===== config.mk =====
export PLATFORM = sky130hd
export DESIGN_NAME = uart_rx_fifo
export DESIGN_NICKNAME = d
export VERILOG_FILES = /design/src/rtl/uart_rx_fifo_pkg.sv /design/src/rtl/uart_rx_fifo_sync_fifo.sv /design/src/rtl/uart_rx_fifo.sv
export SDC_FILE = /design/constraint.sdc
export NUM_CORES = 1
export LEC_CHECK = 0
export CAP_MARGIN = 20
export CORE_UTILIZATION = 50
export DETAILED_ROUTE_END_ITERATION = 7
export PLACE_DENSITY_LB_ADDON = 0.3
export SETUP_SLACK_MARGIN = 0.5
export SLEW_MARGIN = 0
export SYNTH_ARGS = -nofsm -noshare
export SYNTH_HDL_FRONTEND = slang
export SYNTH_SLANG_ARGS = --single-unit

===== constraint.sdc =====
create_clock -name clk -period 4 [get_ports clk]
set_input_delay 0.4 -clock clk [delete_from_list [all_inputs] [get_ports clk]]
set_output_delay 0.4 -clock clk [all_outputs]
set_load 0.05 [all_outputs]

===== src/rtl/uart_rx_fifo_pkg.sv =====
// uart_rx_fifo_pkg
//   Shared definitions for the RXD receiver on the SOC IO page:
//   - receiver FSM state encoding
//   - IO read-mux word-address bit indices for the RX data and status words
//   - default bit period (100 MHz / 115200 baud)
//   - helper that packs the RX status word for the IO read mux
// Optional build macro: UART_RX_PARITY_EN adds the PARITY state (8E1 framing).
package uart_rx_fifo_pkg;

  localparam int UART_RX_CLKS_PER_BIT_DEF = 868;

  // Word-address one-hot bit indices, continuing after the transmitter's IO_* entries.
  localparam int IO_UART_RX_DAT  = 6;
  localparam int IO_UART_RX_STAT = 7;

  // Status word bit positions.
  localparam int RX_STAT_VALID_BIT = 0;
  localparam int RX_STAT_OVR_BIT   = 1;
  localparam int RX_STAT_FERR_BIT  = 2;
  localparam int RX_STAT_CNT_LSB   = 8;

  typedef enum logic [2:0] {
    ST_IDLE  = 3'd0,
    ST_START = 3'd1,
    ST_DATA  = 3'd2,
    ST_STOP  = 3'd3
`ifdef UART_RX_PARITY_EN
    , ST_PARITY = 3'd4
`endif
  } rx_state_e;

  // Status word: [0] rx_valid, [1] overrun, [2] frame_err, [15:8] rx_count.
  function automatic logic [15:0] pack_rx_stat(input logic       valid,
                                               input logic       ovr,
                                               input logic       ferr,
                                               input logic [7:0] count);
    logic [15:0] w;
    w = '0;
    w[RX_STAT_VALID_BIT] = valid;
    w[RX_STAT_OVR_BIT]   = ovr;
    w[RX_STAT_FERR_BIT]  = ferr;
    w[RX_STAT_CNT_LSB +: 8] = count;
    return w;
  endfunction

endpackage


===== src/rtl/uart_rx_fifo_sync_fifo.sv =====
// sync_fifo
//   Generic first-word-fall-through FIFO. Head word is presented on rdata_o
//   combinationally and reads as 0 while empty.
//   Ports: clk_i, rst_ni (async active-low), push_i/wdata_i write side,
//          pop_i read side, rdata_o head word, full_o, empty_o, count_o.
//   Push while full is accepted only when a pop happens in the same cycle;
//   pop while empty is ignored.
module sync_fifo #(
  parameter int WIDTH      = 8,
  parameter int DEPTH_LOG2 = 3
) (
  input  logic                  clk_i,
  input  logic                  rst_ni,
  input  logic                  push_i,
  input  logic [WIDTH-1:0]      wdata_i,
  input  logic                  pop_i,
  output logic [WIDTH-1:0]      rdata_o,
  output logic                  full_o,
  output logic                  empty_o,
  output logic [DEPTH_LOG2:0]   count_o
);

  localparam int DEPTH = 1 << DEPTH_LOG2;

  logic [WIDTH-1:0]    mem_q [DEPTH];
  logic [DEPTH_LOG2:0] wr_ptr_q, wr_ptr_d;
  logic [DEPTH_LOG2:0] rd_ptr_q, rd_ptr_d;
  logic                push_ok, pop_ok;

  // Pointers carry one extra wrap bit to tell full from empty.
  assign empty_o = (wr_ptr_q == rd_ptr_q);
  assign full_o  = (wr_ptr_q[DEPTH_LOG2] != rd_ptr_q[DEPTH_LOG2]) &&
                   (wr_ptr_q[DEPTH_LOG2-1:0] == rd_ptr_q[DEPTH_LOG2-1:0]);
  assign count_o = wr_ptr_q - rd_ptr_q;

  assign pop_ok  = pop_i & ~empty_o;
  // When full, a same-cycle pop frees the slot the push lands in.
  assign push_ok = push_i & (~full_o | pop_ok);

  assign wr_ptr_d = push_ok ? wr_ptr_q + 1'b1 : wr_ptr_q;
  assign rd_ptr_d = pop_ok  ? rd_ptr_q + 1'b1 : rd_ptr_q;

  assign rdata_o = empty_o ? '0 : mem_q[rd_ptr_q[DEPTH_LOG2-1:0]];

  always_ff @(posedge clk_i or negedge rst_ni) begin
    if (!rst_ni) begin
      wr_ptr_q <= '0;
      rd_ptr_q <= '0;
    end else begin
      wr_ptr_q <= wr_ptr_d;
      rd_ptr_q <= rd_ptr_d;
    end
  end

  always_ff @(posedge clk_i) begin
    if (push_ok) mem_q[wr_ptr_q[DEPTH_LOG2-1:0]] <= wdata_i;
  end

endmodule


===== src/rtl/uart_rx_fifo.sv =====
// uart_rx_fifo
//   UART receiver (115200 8N1 by default) with an 8-bit FWFT receive FIFO.
//   Ports: clk, resetn (async active-low), rxd (async serial line, idle high),
//          rd_strb (pop head), clr_err (clear sticky errors),
//          rd_data (head byte, 0 when empty), rx_valid, rx_count,
//          overrun, frame_err (sticky), busy (FSM not idle),
//          parity_err (sticky, only with UART_RX_PARITY_EN).
//   Optional build macro: UART_RX_PARITY_EN selects 8E1 framing.
//
//   state    | meaning
//   ---------+--------------------------------------------------------
//   IDLE     | line idle, waiting for a falling edge
//   START    | half-bit wait, confirm start bit still low
//   DATA     | sample 8 data bits at bit centre, LSB first
//   PARITY   | sample even-parity bit (UART_RX_PARITY_EN only)
//   STOP     | sample stop bit; on low, hold here until the line recovers
module uart_rx_fifo
  import uart_rx_fifo_pkg::*;
#(
  parameter int CLKS_PER_BIT    = UART_RX_CLKS_PER_BIT_DEF,
  parameter int FIFO_DEPTH_LOG2 = 3
) (
  input  logic                     clk,
  input  logic                     resetn,
  input  logic                     rxd,
  input  logic                     rd_strb,
  input  logic                     clr_err,
  output logic [7:0]               rd_data,
  output logic                     rx_valid,
  output logic [FIFO_DEPTH_LOG2:0] rx_count,
  output logic                     overrun,
  output logic                     frame_err,
  output logic                     busy
`ifdef UART_RX_PARITY_EN
  , output logic                   parity_err
`endif
);

  localparam int CW = $clog2(CLKS_PER_BIT);
  localparam logic [CW-1:0] HALF_LOAD = CW'(CLKS_PER_BIT / 2 - 1);
  localparam logic [CW-1:0] FULL_LOAD = CW'(CLKS_PER_BIT - 1);

  logic rxd_s1_q, rxd_s2_q, rxs_prev_q;
  logic rxs;

  rx_state_e     state_q, state_d;
  logic [CW-1:0] cnt_q, cnt_d;
  logic [2:0]    bit_idx_q, bit_idx_d;
  logic [7:0]    shift_q, shift_d;
  logic          brk_q, brk_d;
  logic          tick;
  logic          push, frame_set;
  logic          overrun_q, overrun_d;
  logic          frame_err_q, frame_err_d;
  logic          fifo_full, fifo_empty;
`ifdef UART_RX_PARITY_EN
  logic          par_bad_q, par_bad_d;
  logic          par_set;
  logic          parity_err_q, parity_err_d;
`endif

  assign rxs  = rxd_s2_q;
  assign tick = (cnt_q == '0);

  always_ff @(posedge clk or negedge resetn) begin
    if (!resetn) begin
      rxd_s1_q   <= 1'b1;
      rxd_s2_q   <= 1'b1;
      rxs_prev_q <= 1'b1;
    end else begin
      rxd_s1_q   <= rxd;
      rxd_s2_q   <= rxd_s1_q;
      rxs_prev_q <= rxd_s2_q;
    end
  end

  always_comb begin
    state_d   = state_q;
    cnt_d     = cnt_q;
    bit_idx_d = bit_idx_q;
    shift_d   = shift_q;
    brk_d     = brk_q;
    push      = 1'b0;
    frame_set = 1'b0;
`ifdef UART_RX_PARITY_EN
    par_bad_d = par_bad_q;
    par_set   = 1'b0;
`endif
    case (state_q)
      ST_IDLE: begin
        if (rxs_prev_q && !rxs) begin
          state_d = ST_START;
          cnt_d   = HALF_LOAD;
`ifdef UART_RX_PARITY_EN
          par_bad_d = 1'b0;
`endif
        end
      end
      ST_START: begin
        if (tick) begin
          if (!rxs) begin
            state_d   = ST_DATA;
            bit_idx_d = 3'd0;
            cnt_d     = FULL_LOAD;
          end else begin
            state_d = ST_IDLE;
          end
        end else begin
          cnt_d = cnt_q - 1'b1;
        end
      end
      ST_DATA: begin
        if (tick) begin
          shift_d = {rxs, shift_q[7:1]};
          cnt_d   = FULL_LOAD;
          if (bit_idx_q == 3'd7) begin
`ifdef UART_RX_PARITY_EN
            state_d = ST_PARITY;
`else
            state_d = ST_STOP;
`endif
          end else begin
            bit_idx_d = bit_idx_q + 3'd1;
          end
        end else begin
          cnt_d = cnt_q - 1'b1;
        end
      end
`ifdef UART_RX_PARITY_EN
      ST_PARITY: begin
        if (tick) begin
          // Even parity: data bits XOR parity bit must be 0.
          par_bad_d = (^shift_q) ^ rxs;
          par_set   = par_bad_d;
          cnt_d     = FULL_LOAD;
          state_d   = ST_STOP;
        end else begin
          cnt_d = cnt_q - 1'b1;
        end
      end
`endif
      ST_STOP: begin
        if (brk_q) begin
          // Leave only once the line is high again, so a break cannot retrigger.
          if (rxs) begin
            brk_d   = 1'b0;
            state_d = ST_IDLE;
          end
        end else if (tick) begin
          if (rxs) begin
`ifdef UART_RX_PARITY_EN
            push = ~par_bad_q;
`else
            push = 1'b1;
`endif
            state_d = ST_IDLE;
          end else begin
            frame_set = 1'b1;
            brk_d     = 1'b1;
          end
        end else begin
          cnt_d = cnt_q - 1'b1;
        end
      end
      default: state_d = ST_IDLE;
    endcase
  end

  // Sticky errors: a set in the same cycle as clr_err wins.
  assign overrun_d   = (push & fifo_full & ~rd_strb) | (overrun_q & ~clr_err);
  assign frame_err_d = frame_set | (frame_err_q & ~clr_err);
`ifdef UART_RX_PARITY_EN
  assign parity_err_d = par_set | (parity_err_q & ~clr_err);
`endif

  always_ff @(posedge clk or negedge resetn) begin
    if (!resetn) begin
      state_q     <= ST_IDLE;
      cnt_q       <= '0;
      bit_idx_q   <= '0;
      shift_q     <= '0;
      brk_q       <= 1'b0;
      overrun_q   <= 1'b0;
      frame_err_q <= 1'b0;
`ifdef UART_RX_PARITY_EN
      par_bad_q    <= 1'b0;
      parity_err_q <= 1'b0;
`endif
    end else begin
      state_q     <= state_d;
      cnt_q       <= cnt_d;
      bit_idx_q   <= bit_idx_d;
      shift_q     <= shift_d;
      brk_q       <= brk_d;
      overrun_q   <= overrun_d;
      frame_err_q <= frame_err_d;
`ifdef UART_RX_PARITY_EN
      par_bad_q    <= par_bad_d;
      parity_err_q <= parity_err_d;
`endif
    end
  end

  sync_fifo #(
    .WIDTH      (8),
    .DEPTH_LOG2 (FIFO_DEPTH_LOG2)
  ) u_fifo (
    .clk_i   (clk),
    .rst_ni  (resetn),
    .push_i  (push),
    .wdata_i (shift_q),
    .pop_i   (rd_strb),
    .rdata_o (rd_data),
    .full_o  (fifo_full),
    .empty_o (fifo_empty),
    .count_o (rx_count)
  );

  assign rx_valid  = ~fifo_empty;
  assign overrun   = overrun_q;
  assign frame_err = frame_err_q;
  assign busy      = (state_q != ST_IDLE);
`ifdef UART_RX_PARITY_EN
  assign parity_err = parity_err_q;
`endif

endmodule


# Yosys cells after proc, flatten, opt, wreduce, memory -nomap -nowiden
# Memory sizes are Yosys's and may differ from the RTL's.
# Index checks and enable logic that the tools add are counted.
# classes
n_addsub	5
mul	0
div	0
n_lt_le_gt_ge	0
n_eq_ne	17
n_shift	0
mux	33
n_bitwise	13
reduce_logical	12
# op_table
cell	n
$mux 10	6
$pmux 10 s4	1
$mux 3	11
$ne 2x2->1 const B	8
$reduce_and 5->1	3
$pmux 3 s4	1
$mux 1	11
$logic_not 10->1	1
$sub 10x1->10 const B	1
$add 4x1->4 const B	2
$mux 8	1
$and 1x1->1	6
$eq 3x2->1 const B	2
$ne 3x3->1 const B	2
$pmux 3 s2	1
$eq 4x4->1	1
$not 1->1	4
$reduce_bool 4->1	1
$sub 4x4->4	1
$add 3x1->3 const B	1
$eq 3x1->1 const B	1
$eq 3x3->1	1
$eq 3x3->1 const B	1
$logic_not 3->1	1
other kinds (8)	11
# word_totals
register_bits	38
latchBits	0
ram_bits	64
romBits	0
inputBits	5
wordCells	93
mem_count	1
# memory_table
name	depth	width	read_ports	rd_clocked_by_memory_dff	wr	line	source
u_fifo.mem_q	8	8	1	0	1	uart_rx_fifo_sync_fifo.sv:25	logic [WIDTH-1:0] mem_q [DEPTH];

# Longest topological paths before layout
# Gate-level depths: netlist (run 1).
# depth
word_depth	7
mapped_depth	9
ltp_nobuf	6

# Modules after synthesis
# From an unflattened synthesis (run 1), not the netlist that was laid out.
# unflattened
cells_unflattened	349
area_unflattened_um2	4725.8
# by_module_without_submodules
module	instances	cells_each	area_per_inst_um2	seq_area_each_um2
sync_fifo	1	189	3089.2	2122.0
uart_rx_fifo	1	160	1636.6	729.4

# Worst setup path before layout (run 1)
# Ideal clock, no wire load.
# synth_timing
kind	reg-to-reg
from	register u_fifo.rd_ptr_q[1]
to	memory u_fifo.mem_q[0][0] (enable)
setup_time_ns	0.395
arrival_ns	2.659
slack_ns	0.947
path_stages_with_launch	9
path_buffers	2
synth_period_minus_slack_ns	3.053
path_cell_list	dfrtp_1 -> clkbuf_1 -> buf_1 -> inv_1 -> ha_1 -> nand3_1 -> or3_1 -> nand2_1 -> nor4_1
# synth_between
elab_chain_len	7
# synth_lines
element	line	source
start: declaration	uart_rx_fifo_sync_fifo.sv:27	logic [DEPTH_LOG2:0] rd_ptr_q, rd_ptr_d;
start signal: assignment	uart_rx_fifo_sync_fifo.sv:51	rd_ptr_q <= rd_ptr_d;
$eq 4x4->1 or $eq 3x3->1 (tied branches)	uart_rx_fifo_sync_fifo.sv:31, uart_rx_fifo_sync_fifo.sv:33	
$not 1->1 or $logic_and 1x1->1 (tied branches)	uart_rx_fifo_sync_fifo.sv:36, uart_rx_fifo_sync_fifo.sv:32	
$and 1x1->1 or $not 1->1 (tied branches)	uart_rx_fifo_sync_fifo.sv:36, uart_rx_fifo_sync_fifo.sv:38	
$or 1x1->1 (*)	uart_rx_fifo_sync_fifo.sv:38	assign push_ok = push_i & (~full_o | pop_ok);
$and 1x1->1 (*)	uart_rx_fifo_sync_fifo.sv:38	
$mux 1 (*)	uart_rx_fifo_sync_fifo.sv:56	if (push_ok) mem_q[wr_ptr_q[DEPTH_LOG2-1:0]] <= wdata_i;
$mux 1 (not written as such) (*)	uart_rx_fifo_sync_fifo.sv:56	
end: declaration	uart_rx_fifo_sync_fifo.sv:25	
# Every way passes the cells marked *; elsewhere a longest branch is shown, timed or not.

# Final worst setup path (run 1)
# layout_timing
from	register u_fifo.rd_ptr_q[2]
to	output port rx_count[3]
# layout_between
elab_chain_len	1
# layout_lines
element	line	source
$sub 4x4->4	uart_rx_fifo_sync_fifo.sv:34	assign count_o = wr_ptr_q - rd_ptr_q;
end: declaration	uart_rx_fifo.sv:30	output logic [FIFO_DEPTH_LOG2:0] rx_count,
# No other way between the ends.

==> results of run 1 <==
==> layout by cell type, fill, tap and decap left out, drive strengths merged, types with 5 or more instances in the layout <==
master / n
edfxtp: 64
dfrtp: 34
nand2: 31
inv: 28
mux4: 16
a21oi: 14
ha: 14
mux2: 11
nand3: 10
nor3: 10
clkdlybuf4s50: 10
buf: 10
xnor2: 9
clkbuf: 9
dlymetal6s2s: 9
o21ai: 8
nor2: 7
nor4: 5
==> sequential cells by signal, summed over array words and instances (netlist names) <==
signal / count
state_q: 2
rxd_s1_q: 1
rxd_s2_q: 1
rxs_prev_q: 1
bit_idx_q: 3
brk_q: 1
frame_err: 1
u_fifo.wr_ptr_q: 4
u_fifo.mem_q: 64
overrun: 1
u_fifo.rd_ptr_q: 4
cnt_q: 10
shift_q: 8
==> layout make-up <==
cell class	instances	area share (%)
clock buffers	9	2.39
clock inverters	7	1.52
inverters	26	1.95
multi-input cells	195	31.0
flip-flops and latches	101	55.0
well taps	108	2.61
repair buffers	29	5.50
==> report_power, final <==
group | switching, mW | internal (mW)
logic | 1.07 | 0.665
registers | 0.107 | 1.19
clock network | 0.390 | 0.247
==> path summary, 6_finish.rpt <==
path	to	cells after the start	slack [ps]	startpoint
min in group clk	rxd_s2_q$_DFF_PN1_	0	380	rxd_s1_q$_DFF_PN1_
worst max-delay path	rx_count[3]	5	760	u_fifo.rd_ptr_q[2]$_DFFE_PN0P_
max in group asynchronous	frame_err$_DFF_PN0_	1	3320	resetn
worst max register to register	u_fifo.mem_q[5][3]$_DFFE_PP_	4	1230	cnt_q[5]$_DFFE_PN0P_
worst min-delay path	u_fifo.rd_ptr_q[2]$_DFFE_PN0P_	1	130	resetn
worst min register to register	rxd_s2_q$_DFF_PN1_	0	380	rxd_s1_q$_DFF_PN1_
==> logic make-up after synthesis <==
group                    count (synthesis)
AO/OA/AOI/OAI                           53
flip-flops                             101
multiplexers                            30
adder cells (fa/ha/maj)                 15
AND/OR/NAND/NOR                         88
XOR/XNOR                                 9
buffers and inverters                   41
==> per-layer routing <==
layer	part of all wire, %	routed length, µm	vias to the layer above	GRT usage (%)
met5	0	0	-	0
met4	1.0	85	0	5.59
met3	3.7	311	10	3.36
met2	49	4140	56	31.3
met1	46	3820	1418	25.4
li1	-	-	1320	-
==> timing repair <==
action,4_1_cts,5_1_grt
resized for setup,0,10
endpoints found under the hold margin,0,0
setup endpoints to repair,0,9
==> through the flow <==
step	instance area, µm²	instances	hold WS, ps
6_report	5180	475	127
2_1_floorplan	4620	337	104
3_5_place_dp	4960	459	355
5_1_grt	5180	475	201
3_3_place_gp	4960	459	347
4_1_cts	5160	475	171
==> results.md, run 1 <==
* Top cells by count, synth: edfxtp_1 (64), dfrtp_1 (34), nand2_1 (30)
* Vias/cell at 5.90
* Hold Vio Cnt, Final at 0
* Gr usage total at 18.8%
* Seq cells post-synth at 101
* Min Tclk post-route at 3240 ps
* Initial antenna violation count at 0
* Cell leakage power at 2.00 nW
* Pwr per Cell Area at 708 nW/µm²
* Initial Util at 52.2%
* Pre-antenna DRT Iters at 6
* Max IR drop VDD at 0.000588 V
* Sequential area share after synthesis at 61.7%
* Fmax at 308 MHz
* Post-synth cell types at 58
* Die W at 98.1 µm
* Later-pin clock latency in the skew report at 370 ps
* Synthesized Nets at 357
* Final number of setup-violating endpoints at 0
* Post-place setup slack at 939 ps
* Die height at 98.1 µm
* Clk buf depth at 2
* IO Pins at 21
* CTS tree: done
* Area leader, netlist: edfxtp_1
* Post-Route WL at 8.36 mm
* Worst-margin pin slew at 861 ps
* Critical Path Sink Type: output pin
* Post-synthesis cell count at 337
* Critical path type: reg -> out
* Full die area at 9630 µm²
* Post-DRT Antenna Nets at 0
* Core area at 8850 µm²
* First-pass GRT wire length at 13.7 mm
* WP buf/inv at 2
* Vias at 2804
* Post-synthesis xor/xnor area fraction at 1.71%
* # fillers at 711
* Crit path DAT at 2840 ps
* Largest family of logic cells by synthesized area: multiplexers
* Post-synthesis simple-gate area fraction at 9.94%
* Congestion Overflow GR at 0
* Power Total at 3.67 mW
* Finished Core Util at 58.6%
* Mean routed wirelength per cell at 17.6 µm
* DR DRC count at 1
* Total CTS buffers at 9
* Critical path's top delay family: buffers and inverters
* Failing checks: DRC
* Slowest stage delay, CP at 830 ps
* Post-CTS setup buffers at 0
* Ys async rst share at 36.6%
* Row count at 34
* Syn_area_per_cell at 13.7 µm²
* Req. time, crit path at 3600 ps
* Clock net sink count at 101
* Area growth syn-to-layout at 12.2%
* Max-Cap Viols at 0
* Slew margin rel. at 42.6%
* CP Cell Sequence: clkinvlp_4 > ha_1 > a21oi_1 > xnor2_1 > clkdlybuf4s50_1
* Post-synthesis mux area share at 11.1%
* Synth Flop Type: edfxtp_1
* N_diodes at 0
* RSZ-0062 raised after global routing: no
* Dpl hpwl at 5.74 mm
* Worst-path clk slew at 110 ps
* Status: finished, violations left
* CTS root buffer: clkbuf_8
* Multi-input combinational cell area at 1610 µm²
* CP max stage cell: clkdlybuf4s50_1
* Number of global-route vias before repair at 2736
* Total negative slack at 0 ps
* Layout Skew at 15.5 ps
* Port buffer count at 20
* Setup slack after layout at 755 ps
* Final slew viol count at 0
* Compound-Gate Fraction of Synth Area at 7.83%
* Mapped Area at 4620 µm²
* Pin count of the biggest net entering global routing at 38
* DRT iter0 DRCs at 125
* Worst min path class: in -> async
* Top cells by area, synth: edfxtp_1 (42%), dfrtp_1 (18%), mux4_2 (7.8%)
* Sequential Area at 2850 µm²
* Syn. warnings at 0
* Startpoint types: register
* Hold_buf cts at 0
* Period utilisation layout at 81.1%
* Top-count cell post-synth: edfxtp_1
* H-Tree Level Count at 3
* Final net count at 382
* Area share of the largest cell type after synthesis at 41.6%
* Routability cong. at 0.904
* Crit path max fanout at 11
* Post-synth EDFFs at 64
* Share of layout cells above drive strength 1 at 16.6%
* Adder-Cell Fraction of Synth Area at 4.23%
Note: power is estimated with default switching activity, not from simulation.
==> run 2: changes to the inputs <==
Clock period 4 ns to 3.3 ns, I/O delays scaled along.
==> run 2 against run 1 <==
  * The flow still finishes with violations (DRC)
  * Flip-flop and latch count stayed put
  * Sequential power increased by 22%
  * Worst hold slack lost 51 ps
  * Critical path depth is the same
  * Register-to-register slack worse by 560 ps
  * Die area did not move
  * Combinational power up 25%
  * Clock skew decreased by 6.2 ps
  * Non-clock buffer count up 3
  * Core utilization about the same
==> results.md, run 2 (synthesized netlist as in run 1, its figures left out) <==
* Mean routed wirelength per cell at 18.6 µm
* Cell leakage power at 1.94 nW
* Full die area at 9630 µm²
* RSZ-0062 raised after global routing: no
* Pin count of the biggest net entering global routing at 38
* Post-Route WL at 8.87 mm
* Switching Fraction at 42.7%
* Req. time, crit path at 2970 ps
* Multi-input combinational cell area at 1630 µm²
* Min Tclk post-route at 2650 ps
* Gr usage total at 20.3%
* Post-DRT Antenna Nets at 0
* Vias/cell at 5.91
* GR peak layer: met2
* Int Power at 2.60 mW
* Routability cong. at 0.886
* Dpl hpwl at 6.04 mm
* Placed Instance Area at 4960 µm²
* Pre-antenna DRT Iters at 7
* Critical Path Sink Type: output pin
* DRT iter0 DRCs at 156
* Number of global-route vias before repair at 2820
* Row count at 34
* Layout Skew at 9.27 ps
* Clock power frac at 17.5%
* CTS root buffer: clkbuf_8
* Sequential Area at 2850 µm²
* Final number of setup-violating endpoints at 0
* Die height at 98.1 µm
* Hold Vio Cnt, Final at 0
* Met1 usage at 27.3%
* Crit path max fanout at 7
* Die W at 98.1 µm
* Core area at 8850 µm²
* First-pass GRT wire length at 14.6 mm
* Fmax at 377 MHz
* Initial antenna violation count at 0
* Most common cell after layout, fill and taps aside: edfxtp_1
* Period utilisation layout at 80.4%
* H-Tree Level Count at 3
* # fillers at 704
* Congestion Overflow GR at 0
* Vias at 2825
* Net Switching at 1.94 mW
* Later-pin clock latency in the skew report at 360 ps
* IO Pins at 21
* Met3 Track Usage GR at 4.94%
* Status: finished, violations left
* Worst-path clk slew at 100 ps
* Slew margin rel. at 40.9%
* N_diodes at 0
* Max reg flops at 64
* Startpoint types: register
* Area growth syn-to-layout at 12.3%
* Worst min path class: in -> async
* Crit path DAT at 2320 ps
* Worst-margin pin slew at 886 ps
* Pwr per Cell Area at 875 nW/µm²
* Clk buf depth at 2
* Critical path type: reg -> out
* DR DRC count at 4
* Total CTS buffers at 9
* Final net count at 385
* Reg power frac at 34.9%
* Most frequent cells in the layout: edfxtp_1 (64), dfrtp_1 (33), nand2_1 (29)
* Port buffer count at 20
* Max IR drop VDD at 0.000632 V
* Initial Util at 52.2%
* Clock net sink count at 101
* CTS tree: done
* Max-Cap Viols at 0
* Total negative slack at 0 ps
* Hold_buf cts at 0
* Share of layout cells above drive strength 1 at 21.1%
* Grt met2 use at 31.9%
* Comb power frac at 47.6%
* Failing checks: DRC
* Final Instance Area at 5190 µm²
* Final slew viol count at 0
==> run 2: cell count changes in the layout (fill, tap and decap cells not counted), sizes merged, moves of 2 or more <==
cell / previous run / this run
buf: 10 / 22
clkbuf: 9 / 11
clkdlybuf4s50: 10 / 7
clkinvlp: 3 / 1
dlygate4sd2: 0 / 2
dlymetal6s2s: 9 / 0
==> run 2: cell type report <==
cell class,count,area share (%)
Multi-Input combinational cell,195,31.4
Clock buffer,10,2.46
Timing Repair Buffer,32,5.16
Tap cell,108,2.60
Inverter,26,1.95
Sequential cell,101,55.0
Clock inverter,6,1.42
==> run 2: critical path, stage by stage, from the launching register on <==
cell	delay, ps
dfrtp_1	510
inv_1	110
ha_1	220
fa_1	380
xnor2_1	200
dlygate4sd2_1	550
==> run 2: routing by layer <==
layer | wire length (µm) | vias up
met5 | 0 | -
met4 | 175 | 0
met3 | 542 | 16
met2 | 4110 | 95
met1 | 4050 | 1388
li1 | - | 1326
==> run 2: path summary, 6_finish.rpt <==
kind	cells after the start	from	end	slack, ps
hold / removal	1	resetn	u_fifo.rd_ptr_q[2]$_DFFE_PN0P_	80
hold reg to reg	0	rxd_s1_q$_DFF_PN1_	rxd_s2_q$_DFF_PN1_	360
min in group clk	0	rxd_s1_q$_DFF_PN1_	rxd_s2_q$_DFF_PN1_	360
setup reg to reg	5	cnt_q[5]$_DFFE_PN0P_	u_fifo.mem_q[2][6]$_DFFE_PP_	670
setup / recovery	5	u_fifo.wr_ptr_q[0]$_DFFE_PN0P_	rx_count[2]	650
max in group asynchronous	1	resetn	u_fifo.rd_ptr_q[2]$_DFFE_PN0P_	2630
==> run 2: through the flow <==
stage	instances	util [%]	hold WS, ps	power [mW]	worst slack [ps]
detailed placement	461	56.1	347	3.79	443
global placement	461	56.1	348	3.75	589
floorplan	337	-	34.4	3.20	406
global route	478	58.6	143	4.81	517
finish	478	58.6	75.8	4.54	648
CTS	477	58.3	106	4.55	375
==> run 2: power groups by stage <==
stage	Clock, mW	Combinational [mW]	Sequential, mW
after floorplan	0	1.64	1.56
after global placement	0	2.15	1.60
after detailed placement	0	2.18	1.60
after CTS	0.816	2.16	1.58
after global routing	0.866	2.34	1.61
final	0.797	2.16	1.58
==> run 2: repair_timing <==
item,in CTS,in global routing
endpoints found under the setup margin,11,19
pin swaps,0,1
resized for setup,3,7
buffers inserted,0,1
endpoints found under the hold margin,0,0
==> run 3: changes to the inputs <==
Clock period 3.3 ns to 2.2 ns, I/O delays scaled along.
==> run 3 against run 2 <==
  * The flow finishes with violations (DRC, setup timing)
  * Total power increased by 110%
  * Flip-flop and latch count stayed put
  * Cell count rose by 15%
  * Global-route usage rose by 4.5 points
==> results.md, run 3 (synthesized netlist as in run 1, its figures left out) <==
* Status: finished, violations left
* Failing checks: DRC, setup timing
* Final net count at 457
* R2R Path End: u_fifo.wr_ptr_q[1]$_DFFE_PN0P_
* Worst R2R Setup Slack at -50 ps
* Crit path DAT at 2040 ps
* Pre-antenna DRT Iters at 8
* Die W at 98.1 µm
* Hold Crit Depth at 1
* Total CTS buffers at 9
* Number of global-route vias before repair at 3281
* First-pass GRT wire length at 17.9 mm
* Gr usage total at 24.8%
* Port buffer count at 20
* R2R Path Start: u_fifo.rd_ptr_q[0]$_DFFE_PN0P_
* Worst min path class: in -> reg
* CTS tree: done
* RSZ-0062 raised after global routing: yes
* Final number of setup-violating endpoints at 50
* Area growth syn-to-layout at 43.7%
* Worst-margin pin slew at 502 ps
* Hold Path End: rxd_s1_q$_DFF_PN1_
* Req. time, crit path at 1980 ps
* Congestion Overflow GR at 0
* Vias at 3285
* Clk buf depth at 2
* Worst reg-to-reg path cell count at 9
* Post-place setup slack at -34.4 ps
* Min Tclk post-route at 2260 ps
* Full die area at 9630 µm²
* Final Instance Area at 6640 µm²
* Total negative slack at -1290 ps
* Hold Vio Cnt, Final at 0
* Die height at 98.1 µm
* Share of layout cells above drive strength 1 at 50.9%
* Period utilisation layout at 103%
* Layout Skew at 15.1 ps
* Pin count of the biggest net entering global routing at 21
* Setup slack after layout at -55.1 ps
* Placed Instance Area at 5610 µm²
* Vias/cell at 5.97
* Most frequent cells in the layout: edfxtp_1 (64), buf_4 (55), dfrtp_1 (32)
* Layout Cells excl Fill at 550
* Sequential Area at 2850 µm²
* Clock net sink count at 101
* Post-Route WL at 11.5 mm
* Critical Path Sink Type: output pin
* Slew margin rel. at 66.7%
* # fillers at 507
* Initial antenna violation count at 0
* Critical path type: reg -> out
* H-Tree Level Count at 3
* N_diodes at 0
* CTS root buffer: clkbuf_8
* Worst-path clk slew at 100 ps
* Pwr per Cell Area at 1430 nW/µm²
* Cell leakage power at 2.54 nW
* Placed Instances at 491
* Startpoint types: register
* Later-pin clock latency in the skew report at 380 ps
* Row count at 34
* Most common cell after layout, fill and taps aside: edfxtp_1
* Routability cong. at 0.908
* Max reg flops at 64
* Mean routed wirelength per cell at 20.8 µm
* Post-DRT Antenna Nets at 0
* DR DRC count at 2
* Dpl hpwl at 6.96 mm
* Core area at 8850 µm²
* Hold_sp: rxd
* Fmax at 443 MHz
* Max IR drop VDD at 0.000984 V
* Max-Cap Viols at 0
* IO Pins at 21
* Power Total at 9.51 mW
* Multi-input combinational cell area at 2150 µm²
* DRT iter0 DRCs at 276
* Initial Util at 52.2%
* Crit path max fanout at 7
* Final slew viol count at 0
[run 3: how the worst max path moves through the flow]
stage,startpoint,end,slack [ps],cells after the start
finish,u_fifo.rd_ptr_q[0]$_DFFE_PN0P_,rd_data[3],-60,7
global route,u_fifo.rd_ptr_q[0]$_DFFE_PN0P_,rd_data[3],-110,7
CTS,cnt_q[6]$_DFFE_PN0P_,u_fifo.mem_q[7][5]$_DFFE_PP_,10,5
detailed placement,cnt_q[8]$_DFFE_PN0P_,u_fifo.mem_q[0][4]$_DFFE_PP_,-30,5
global placement,cnt_q[8]$_DFFE_PN0P_,cnt_q[3]$_DFFE_PN0P_,0.3,4
floorplan,cnt_q[7]$_DFFE_PN0P_,u_fifo.mem_q[0][0]$_DFFE_PP_,-90,5
[run 3: metal layers]
metal / GRT usage (%) / wire length, µm / vias up
met1: 35.4 / 4880 / 1665
met2: 39.5 / 5720 / 133
met5: 0 / 0 / -
met4: 7.69 / 143 / 0
met3: 4.01 / 715 / 18
li1: - / - / 1469
[run 3: critical path: stages, from the launching register on]
cell and delay, ps:
dfrtp_2 480, buf_6 140, buf_12 110, ha_4 270
and4_4 280, buf_12 170, a21oi_4 50, buf_12 150
[run 3: stage by stage]
step                util (%)  hold WS [ps]
floorplan                  -         -75.6
global placement        63.4           187
detailed placement      63.4           201
CTS                     71.6           245
global route            75.0           238
finish                  75.0           252
[run 3: repair_timing]
item | in CTS | in global routing
setup buffers | 23 | 17
hold buffers | 1 | 0
pin swaps | 15 | 19
hold endpoints to repair | 17 | 0
gates resized for setup | 67 | 41
setup endpoints to repair | 111 | 108
gates cloned | 1 | 1
[run 3: layout make-up]
class	count	area share (%)
timing repair buffer	104	17.2
sequential	101	43.0
clock buffer	9	1.87
clock inverter	7	1.81
inverter	26	1.73
tap	108	2.04
multi-input combinational	195	32.3
[run 3: power by group]
part	internal (mW)	switching, mW
Sequential	2.17	0.132
Clock	0.762	0.646
Combinational	2.80	3.00
